**config.mk**
```make
export PLATFORM = sky130hd
export DESIGN_NAME = mem_addr_mux_nch
export DESIGN_NICKNAME = d
export VERILOG_FILES = /design/src/rtl/mem_addr_mux_nch.sv
export SDC_FILE = /design/constraint.sdc
export NUM_CORES = 1
export LEC_CHECK = 0
export BUFFER_PORTS_ARGS = -buffer_cell sky130_fd_sc_hd__buf_2
export CORE_MARGIN = 1.5
export CORE_UTILIZATION = 60
export CTS_CLUSTER_DIAMETER = 30
export DETAILED_ROUTE_END_ITERATION = 10
export PLACE_DENSITY = 0.95
export SLEW_MARGIN = 20
export SYNTH_ARGS = -nofsm -noshare
export SYNTH_HDL_FRONTEND = slang
export SYNTH_SLANG_ARGS = --single-unit
```
**constraint.sdc**
```tcl
create_clock -name clk -period 6.93 [get_ports clk]
set_input_delay 1.0395 -clock clk [delete_from_list [all_inputs] [get_ports clk]]
set_output_delay 1.0395 -clock clk [all_outputs]
set_load 0.01 [all_outputs]
```
**src/rtl/mem_addr_mux_nch.sv**
```systemverilog
// mem_addr_mux_nch: clocked N-source dual-rail address mux.
// Every input passes through a synchroniser. A DATA or NULL wavefront must then
// hold steady for STABLE_CYC samples before it is registered, and a four-phase
// ack handshake runs with the downstream stage. Encoding faults set a sticky flag.
module mem_addr_mux_nch #(
  parameter int ADDR_BITS   = 4,
  parameter int N_SRC       = 2,
  parameter int SEL_BITS    = 1,
  parameter int SYNC_STAGES = 2,
  parameter int STABLE_CYC  = 2,
  parameter int CNT_W       = 8
) (
  input  logic                         clk,
  input  logic                         rst_n,
  input  logic [2*SEL_BITS-1:0]        sel,
  input  logic [N_SRC*2*ADDR_BITS-1:0] addr_in,
  input  logic                         ack_next,
  output logic [2*ADDR_BITS-1:0]       addr_out,
  output logic                         ack,
  output logic                         err,
  input  logic                         err_clr,
  output logic [CNT_W-1:0]             xfer_cnt
);

  localparam int AW = 2*ADDR_BITS;
  localparam int SW = 2*SEL_BITS;
  localparam int QW = $clog2(STABLE_CYC+1);
  localparam logic [SEL_BITS:0] N_SRC_L = (SEL_BITS+1)'(N_SRC);
  localparam logic [QW-1:0]     Q_ONE   = QW'(1);
  localparam logic [QW-1:0]     Q_MAX   = QW'(STABLE_CYC);
  localparam bit                SINGLE  = (STABLE_CYC == 1);

  typedef enum logic [1:0] {NULL_WAIT, DATA_QUAL, DATA_HOLD, NULL_QUAL} state_t;

  state_t state;

  logic [SYNC_STAGES-1:0][SW-1:0]       sel_sync;
  logic [SYNC_STAGES-1:0][N_SRC*AW-1:0] addr_sync;
  logic [SYNC_STAGES-1:0]               ackn_sync;

  logic [SW-1:0]       s_sel;
  logic [N_SRC*AW-1:0] s_addr;
  logic                s_ackn;

  logic [SEL_BITS-1:0] idx, snap_idx, lidx;
  logic [AW-1:0]       snap_word, src_word, hold_word;
  logic [QW-1:0]       qcnt, cnt_inc;
  logic                sel_complete, sel_illegal, idx_in_range;
  logic                data_complete, null_complete, in_hold, err_event;

  // Select the word of source k; out-of-range indices read as NULL.
  function automatic logic [AW-1:0] pick(input logic [N_SRC*AW-1:0] bus,
                                         input logic [SEL_BITS-1:0] k);
    logic [AW-1:0] res;
    res = '0;
    for (int j = 0; j < N_SRC; j++)
      if ({1'b0, k} == (SEL_BITS+1)'(j)) res = bus[j*AW +: AW];
    return res;
  endfunction

  // A word is complete when every pair has exactly one rail high.
  function automatic logic word_complete(input logic [AW-1:0] w);
    logic res;
    res = 1'b1;
    for (int i = 0; i < ADDR_BITS; i++)
      if (w[2*i+1] == w[2*i]) res = 1'b0;
    return res;
  endfunction

  // A word is illegal when any pair has both rails high.
  function automatic logic word_illegal(input logic [AW-1:0] w);
    logic res;
    res = 1'b0;
    for (int i = 0; i < ADDR_BITS; i++)
      if (w[2*i+1] & w[2*i]) res = 1'b1;
    return res;
  endfunction

  // Shift every asynchronous input through its synchroniser chain.
  always_ff @(posedge clk or negedge rst_n) begin
    if (!rst_n) begin
      sel_sync  <= '0;
      addr_sync <= '0;
      ackn_sync <= '0;
    end else begin
      sel_sync  <= {sel_sync[SYNC_STAGES-2:0], sel};
      addr_sync <= {addr_sync[SYNC_STAGES-2:0], addr_in};
      ackn_sync <= {ackn_sync[SYNC_STAGES-2:0], ack_next};
    end
  end

  assign s_sel  = sel_sync[SYNC_STAGES-1];
  assign s_addr = addr_sync[SYNC_STAGES-1];
  assign s_ackn = ackn_sync[SYNC_STAGES-1];

  // Decode the synced select: completeness, illegality and the binary index.
  always_comb begin
    sel_complete = 1'b1;
    sel_illegal  = 1'b0;
    idx          = '0;
    for (int i = 0; i < SEL_BITS; i++) begin
      if (s_sel[2*i+1] == s_sel[2*i]) sel_complete = 1'b0;
      if (s_sel[2*i+1] & s_sel[2*i])  sel_illegal  = 1'b1;
      idx[i] = s_sel[2*i+1];
    end
  end

  assign idx_in_range  = ({1'b0, idx} < N_SRC_L);
  assign src_word      = pick(s_addr, idx);
  assign hold_word     = pick(s_addr, lidx);
  assign data_complete = sel_complete & idx_in_range & word_complete(src_word);
  assign null_complete = (s_sel == '0) & (hold_word == '0);
  assign in_hold       = (state == DATA_HOLD) || (state == NULL_QUAL);
  assign cnt_inc       = (qcnt == Q_MAX) ? qcnt : qcnt + Q_ONE;

  // While DATA is held, the latched source is the one monitored for faults.
  assign err_event = sel_illegal | (sel_complete & ~idx_in_range) |
                     (in_hold ? word_illegal(hold_word)
                              : (sel_complete & idx_in_range & word_illegal(src_word)));

  // Sticky error flag; a new fault wins over a clear in the same cycle.
  always_ff @(posedge clk or negedge rst_n) begin
    if (!rst_n)         err <= 1'b0;
    else if (err_event) err <= 1'b1;
    else if (err_clr)   err <= 1'b0;
  end

  // Handshake FSM: qualify DATA, hold it, qualify NULL, release and count.
  always_ff @(posedge clk or negedge rst_n) begin
    if (!rst_n) begin
      state     <= NULL_WAIT;
      addr_out  <= '0;
      ack       <= 1'b0;
      xfer_cnt  <= '0;
      qcnt      <= '0;
      snap_idx  <= '0;
      snap_word <= '0;
      lidx      <= '0;
    end else begin
      case (state)
        NULL_WAIT: begin
          if (data_complete) begin
            snap_idx  <= idx;
            snap_word <= src_word;
            qcnt      <= Q_ONE;
            if (SINGLE && !s_ackn) begin
              state    <= DATA_HOLD;
              addr_out <= src_word;
              ack      <= 1'b1;
              lidx     <= idx;
            end else begin
              state <= DATA_QUAL;
            end
          end
        end
        DATA_QUAL: begin
          if (err_event || !data_complete || idx != snap_idx || src_word != snap_word) begin
            state <= NULL_WAIT;
          end else begin
            qcnt <= cnt_inc;
            if (cnt_inc == Q_MAX && !s_ackn) begin
              state    <= DATA_HOLD;
              addr_out <= snap_word;
              ack      <= 1'b1;
              lidx     <= snap_idx;
            end
          end
        end
        DATA_HOLD: begin
          if (null_complete && s_ackn) begin
            qcnt <= Q_ONE;
            if (SINGLE) begin
              state    <= NULL_WAIT;
              addr_out <= '0;
              ack      <= 1'b0;
              xfer_cnt <= xfer_cnt + CNT_W'(1);
            end else begin
              state <= NULL_QUAL;
            end
          end
        end
        NULL_QUAL: begin
          if (!null_complete) begin
            state <= DATA_HOLD;
          end else begin
            qcnt <= cnt_inc;
            if (cnt_inc == Q_MAX) begin
              state    <= NULL_WAIT;
              addr_out <= '0;
              ack      <= 1'b0;
              xfer_cnt <= xfer_cnt + CNT_W'(1);
            end
          end
        end
        default: state <= NULL_WAIT;
      endcase
    end
  end

endmodule

```
==> results of run 1 <==
==> layout make-up <==
type / count / area (um^2) / area share [%]
clock buffer: 10 / 138 / 4.22
multi-input combinational: 128 / 952 / 29.2
sequential: 70 / 1750 / 53.7
timing repair buffer: 41 / 210 / 6.44
inverter: 21 / 78.8 / 2.41
tap: 52 / 65.1 / 1.99
clock inverter: 6 / 68.8 / 2.11
==> state kept, by name, summed over array words and instances, names as in the netlist <==
register   flops
addr_sync     16
xfer_cnt       8
snap_word      8
ackn_sync      2
s_addr        16
ack            1
snap_idx       1
qcnt           2
state          2
lidx           1
err            1
sel_sync       2
s_sel          2
addr_out       8
==> cell usage after synthesis (2+ instances only) <==
cell type	instances
buf_6	3
o21ai_0	8
nand3_1	4
xor2_1	2
a21oi_1	8
nand2_1	23
inv_1	21
a22oi_1	4
o2111ai_1	2
dfrtp_1	70
nor3_1	5
a31oi_1	2
mux2_4	2
nand4_1	3
ha_1	8
xnor2_1	14
and3_1	2
clkbuf_1	2
mux2_2	5
nor2_1	6
mux2i_1	12
==> metal layers <==
layer  up-vias  global-route usage (%)  routed length [um]  part of all wire, %
li1        863                       -                   -                    -
met1       884                    27.7                2140                   40
met2        67                    38.1                2720                   51
met3        29                    9.85                 292                  5.4
met4         0                    13.2                 231                  4.3
met5         -                       0                   0                    0
==> cell families after synthesis <==
family / synth area share (%)
flip-flops: 61.7
AND/OR/NAND/NOR: 10.3
AO/OA/AOI/OAI: 7.54
buffers and inverters: 4.72
multiplexers: 7.28
XOR/XNOR: 4.94
adder cells (fa/ha/maj): 3.53
==> stage by stage <==
stage	instances	utilization, %
after floorplan	225	-
after global placement	312	68.8
after detailed placement	312	68.8
after CTS	328	73.5
after global routing	328	73.5
final	328	73.5
==> power breakdown <==
group | switching, uW | internal (uW)
combinational | 81.8 | 59.3
sequential | 27.2 | 448
clock | 155 | 178
==> worst paths after layout <==
check	from	to	cells past startpoint
max in group asynchronous	rst_n	ackn_sync[1]	2
hold / removal	sel_sync[0]	s_sel[0]	0
hold reg to reg	sel_sync[0]	s_sel[0]	0
min in group asynchronous	rst_n	s_sel[0]	2
setup / recovery	s_sel[1]	lidx	9
setup reg to reg	s_sel[1]	lidx	9
==> results_dict.tcl, run 1 <==
set metrics [dict create \
    slowest_stage "nor3_2" \
    crit_chain "mux2i_1 > inv_1 > ha_1 > or4_1 > a31oi_1 > o2111a_2 > nand4_4 > nor3_2 > mux2_4" \
    worst-path-buf-inv 1 \
    cts_sinks 70 \
    async_reset_ff_share_pct 100 \
    slew-limit-headroom_pct 37.6 \
    io_pins 40 \
    cp.required_ps 7170 \
    clkTransAtPathRegs_ps 70 \
    critPathKind "flop to flop" \
    synth.cell_area_um2 2840 \
    r2r_slack_ps 3150 \
    synthFlopType "dfrtp_1" \
    synth.avg_cell_area_um2 12.6 \
    synth_top_area_share_pct 61.7 \
    min_period_over_period_pct 54.5 \
    fill_cells 289 \
    globalRouteTotalUtil_pct 24.0 \
    die_x_um 71.8 \
    route.vias.total 1843 \
    whs_ps 349 \
    root_buffer "clkbuf_8" \
    ys_warn_count 0 \
    cts_inserted_buffers 9 \
    port_buffers 39 \
    start_util_pct 63.9 \
    antennaDiodeCount 0 \
    final_net_count 301 \
    finalHoldViolCount 0 \
    synth_top_area_cell "dfrtp_1" \
    clockBufferDepth 2 \
    cp_max_fo 13 \
    drtAntennaViolNets 0 \
    chipHeight_um 71.8 \
    fin_ws_ps 3150 \
    core_area_um2 4440 \
    wl_per_cell_um 16.4 \
    status "finished, final reports clean" \
    clk_latency_ps 350 \
    gp_congestion 0.953 \
    final_cell_area_um2 3260 \
    layout-area-overhead-vs-synth_pct 15.0 \
    routed_wl_um 5380 \
    cts.repair.resized 0 \
    max_freq_mhz 265 \
    fin_skew_ps 5.76 \
    cts_setup_buffers 0 \
    leakage_uw 0.00160 \
    firstDrtPassIters 7 \
    syn-num-nets 255 \
    fin_crit_ps 3780 \
    grt_max_degree 71 \
    drt-vias-per-instance 5.62 \
    placed_cell_area_um2 3060 \
    rsz0062_at_grt "no" \
    finalSetupTns_ps 0 \
    path_delay_family "simple AND/OR/NAND/NOR gates" \
    final_cell_mix "70 x dfrtp_1, 39 x buf_2, 23 x nand2_1" \
    grt_pass1_wl_um 8980 \
    vdd_drop_max_uv 209 \
    finalPower_uw 949 \
    grt_pass1_vias 1938 \
    drtIter0Drc 128 \
    row_count 24 \
    drv_slew 0 \
    cts_tree "done" \
    power.density_nw_per_um2 291 \
    htreeDepth 3 \
    ys_ff_latch 70 \
    cpPeakStageDelay_ps 790 \
    synth_area_leaders "dfrtp_1 62%, xnor2_1 4.3%, mux2i_1 4.2%" \
    grt-ovfl-total 0 \
    synth-seq-area-share_pct 61.7 \
    holdBufCountCts 0 \
    end_kind "flop" \
    place_ws_ps 3200 \
    finalSetupViolCount 0 \
    antenna_found_initial 0 \
    drc_errors 0 \
    synth-edff-count 0 \
    drv_cap 0 \
    min_path_type "flop to flop" \
    worst_pin_slew_ps 931 \
    hpwl_um 3800 \
    drive_above_1_share_pct 26.1 \
    cp.arrival_ps 4010 \
    syn_inst 225 \
    yosysUniqueCellTypes 40 \
    critPathLaunchType "flop" \
    final_common_cell "dfrtp_1" \
    fp.dieArea_um2 5150 \
]
Note: power is estimated with default switching activity, not from simulation.
==> run 2, diff against run 1 <==
--- a/config.mk
+++ b/config.mk
@@ -7,10 +7,10 @@
 export LEC_CHECK = 0
 export BUFFER_PORTS_ARGS = -buffer_cell sky130_fd_sc_hd__buf_2
 export CORE_MARGIN = 1.5
-export CORE_UTILIZATION = 60
+export CORE_UTILIZATION = 56
 export CTS_CLUSTER_DIAMETER = 30
 export DETAILED_ROUTE_END_ITERATION = 10
-export PLACE_DENSITY = 0.95
+export PLACE_DENSITY = 0.9
 export SLEW_MARGIN = 20
 export SYNTH_ARGS = -nofsm -noshare
 export SYNTH_HDL_FRONTEND = slang
==> constraint.sdc (replaced) <==
create_clock -name clk -period 3.8 [get_ports clk]
set_input_delay 0.57 -clock clk [delete_from_list [all_inputs] [get_ports clk]]
set_output_delay 0.57 -clock clk [all_outputs]
set_load 0.01 [all_outputs]
==> run 2 against run 1 <==
Net effect:
- sequential power increased by 83%
- routed wire length decreased by 7.7%
- critical endpoint unchanged
- count of clock-buffer cells in the layout unchanged
- first-iteration DRC count decreased by 45%
- sequential cell count unchanged
- fmax increased by 14%
- register-to-register slack got worse by 2700 ps
- clock skew increased by 6.7 ps
- worst hold slack got worse by 70 ps
- non-clock buffer count increased by 1
- sequential share of layout area decreased by 0.43 points
==> results_dict.tcl, run 2 (synthesis results as in run 1) <==
set metrics [dict create \
    cp.required_ps 4030 \
    drtIter0Drc 71 \
    fin_crit_ps 3310 \
    fin_skew_ps 12.5 \
    core_area_um2 4820 \
    rsz0062_at_grt "no" \
    max_freq_mhz 302 \
    drtAntennaViolNets 0 \
    path_delay_family "simple AND/OR/NAND/NOR gates" \
    worst-path-buf-inv 2 \
    final_common_cell "dfrtp_1" \
    multi_input_area_um2 952 \
    grt_pass1_vias 1747 \
    fill_cells 371 \
    finalSetupViolCount 0 \
    gp_congestion 0.946 \
    slowest_stage "dfrtp_1" \
    cts.repair.resized 0 \
    clockBufferDepth 2 \
    critPathLaunchType "flop" \
    clk_latency_ps 340 \
    min_period_over_period_pct 87.1 \
    die_x_um 74.2 \
    antenna_found_initial 0 \
    firstDrtPassIters 4 \
    port_buffers 39 \
    cp_max_fo 13 \
    finalSetupTns_ps 0 \
    min_path_type "primary input to asynchronous set/reset pin" \
    vdd_drop_max_uv 365 \
    critPathKind "flop to flop" \
    cpPeakStageDelay_ps 670 \
    finalHoldViolCount 0 \
    hpwl_um 3650 \
    grt-ovfl-total 0 \
    holdBufCountCts 0 \
    grt_pass1_wl_um 8140 \
    cts_tree "done" \
    clkTransAtPathRegs_ps 80 \
    io_pins 40 \
    fp.dieArea_um2 5500 \
    cts_inserted_buffers 9 \
    final_cell_mix "70 x dfrtp_1, 39 x buf_2, 23 x nand2_1" \
    crit_chain "mux2i_1 > inv_1 > ha_1 > or4_1 > a31oi_1 > o2111a_2 > nand4_4 > nor3_2 > buf_4 > mux2_4" \
    worst_pin_slew_ps 734 \
    chipHeight_um 74.2 \
    layout-area-overhead-vs-synth_pct 16.0 \
    drv_cap 0 \
    placed_cell_area_um2 3080 \
    leakage_uw 0.00161 \
    ff_latch_area_um2 1750 \
    drive_above_1_share_pct 26.4 \
    cts_sinks 70 \
    drv_slew 0 \
    wl_per_cell_um 14.4 \
    end_kind "flop" \
    cp.arrival_ps 3540 \
    slew-limit-headroom_pct 51.1 \
    globalRouteTotalUtil_pct 20.8 \
    htreeDepth 3 \
    routed_wl_um 4970 \
    status "finished, final reports clean" \
    power.density_nw_per_um2 521 \
    final_net_count 302 \
    final_cell_area_um2 3290 \
    start_util_pct 58.9 \
    row_count 25 \
    root_buffer "clkbuf_8" \
    drc_errors 0 \
    cts_setup_buffers 0 \
    antennaDiodeCount 0 \
    grt_max_degree 37 \
    route.vias.total 1814 \
    drt-vias-per-instance 5.27 \
]
[run 2: changes by cell type in the layout (fill, tap and decap cells not counted)]
cell      previous run  this run
inv_6                2         1
clkinv_4             1         2
buf_4                2         3
[run 2: worst paths after layout]
| kind | startpoint | endpoint | slack, ps | cells after the start |
|---|---|---|---|---|
| hold reg to reg | sel_sync[0] | s_sel[0] | 340 | 0 |
| min in group clk | addr_in[5] | addr_sync[5] | 330 | 1 |
| max in group asynchronous | rst_n | ack | 2600 | 2 |
| setup reg to reg | s_sel[1] | lidx | 490 | 10 |
| hold / removal | rst_n | s_sel[0] | 280 | 1 |
| setup / recovery | s_sel[1] | lidx | 490 | 10 |
[run 2: final cells by class]
| cell class | count | area share (%) |
|---|---|---|
| timing repair buffer | 42 | 6.62 |
| tap | 67 | 2.55 |
| inverter | 21 | 2.40 |
| multi-input combinational | 128 | 28.9 |
| sequential | 70 | 53.2 |
| clock buffer | 10 | 4.18 |
| clock inverter | 6 | 2.09 |
[run 2: per-layer routing]
metal | vias up | part of all wire (%) | global-route usage, %
met2 | 50 | 51 | 34.4
met3 | 11 | 5.3 | 7.45
li1 | 864 | - | -
met5 | - | 0 | 0
met4 | 0 | 2.0 | 8.85
met1 | 889 | 42 | 24.6
[run 2: worst reg2reg max path, delay by kind of cell, from the launching register on]
family	cells	cell delay [ps]
compound gates	2	490
fa+ha+maj	1	190
buf+inv	2	310
flops	1	670
mux	2	690
simple gates	3	850
[run 2: stage by stage]
step / util (%) / std cells / setup slack [ps] / power (uW) / hold WS [ps]
5_1_grt: 68.3 / 344 / 329 / 1800 / 311
3_3_place_gp: 64.0 / 328 / 611 / 1120 / 332
4_1_cts: 68.3 / 344 / 509 / 1730 / 299
6_report: 68.3 / 344 / 492 / 1710 / 279
2_1_floorplan: - / 225 / 911 / 1050 / 274
3_5_place_dp: 64.0 / 328 / 510 / 1130 / 335
[run 2: where the power goes]
group	leakage [uW]	internal, uW	switching (uW)	total (uW)
sequential	0.000867	817	49.8	867
combinational	0.000637	108	140	248
clock	0.000103	324	276	600
total	0.00161	1250	466	1710
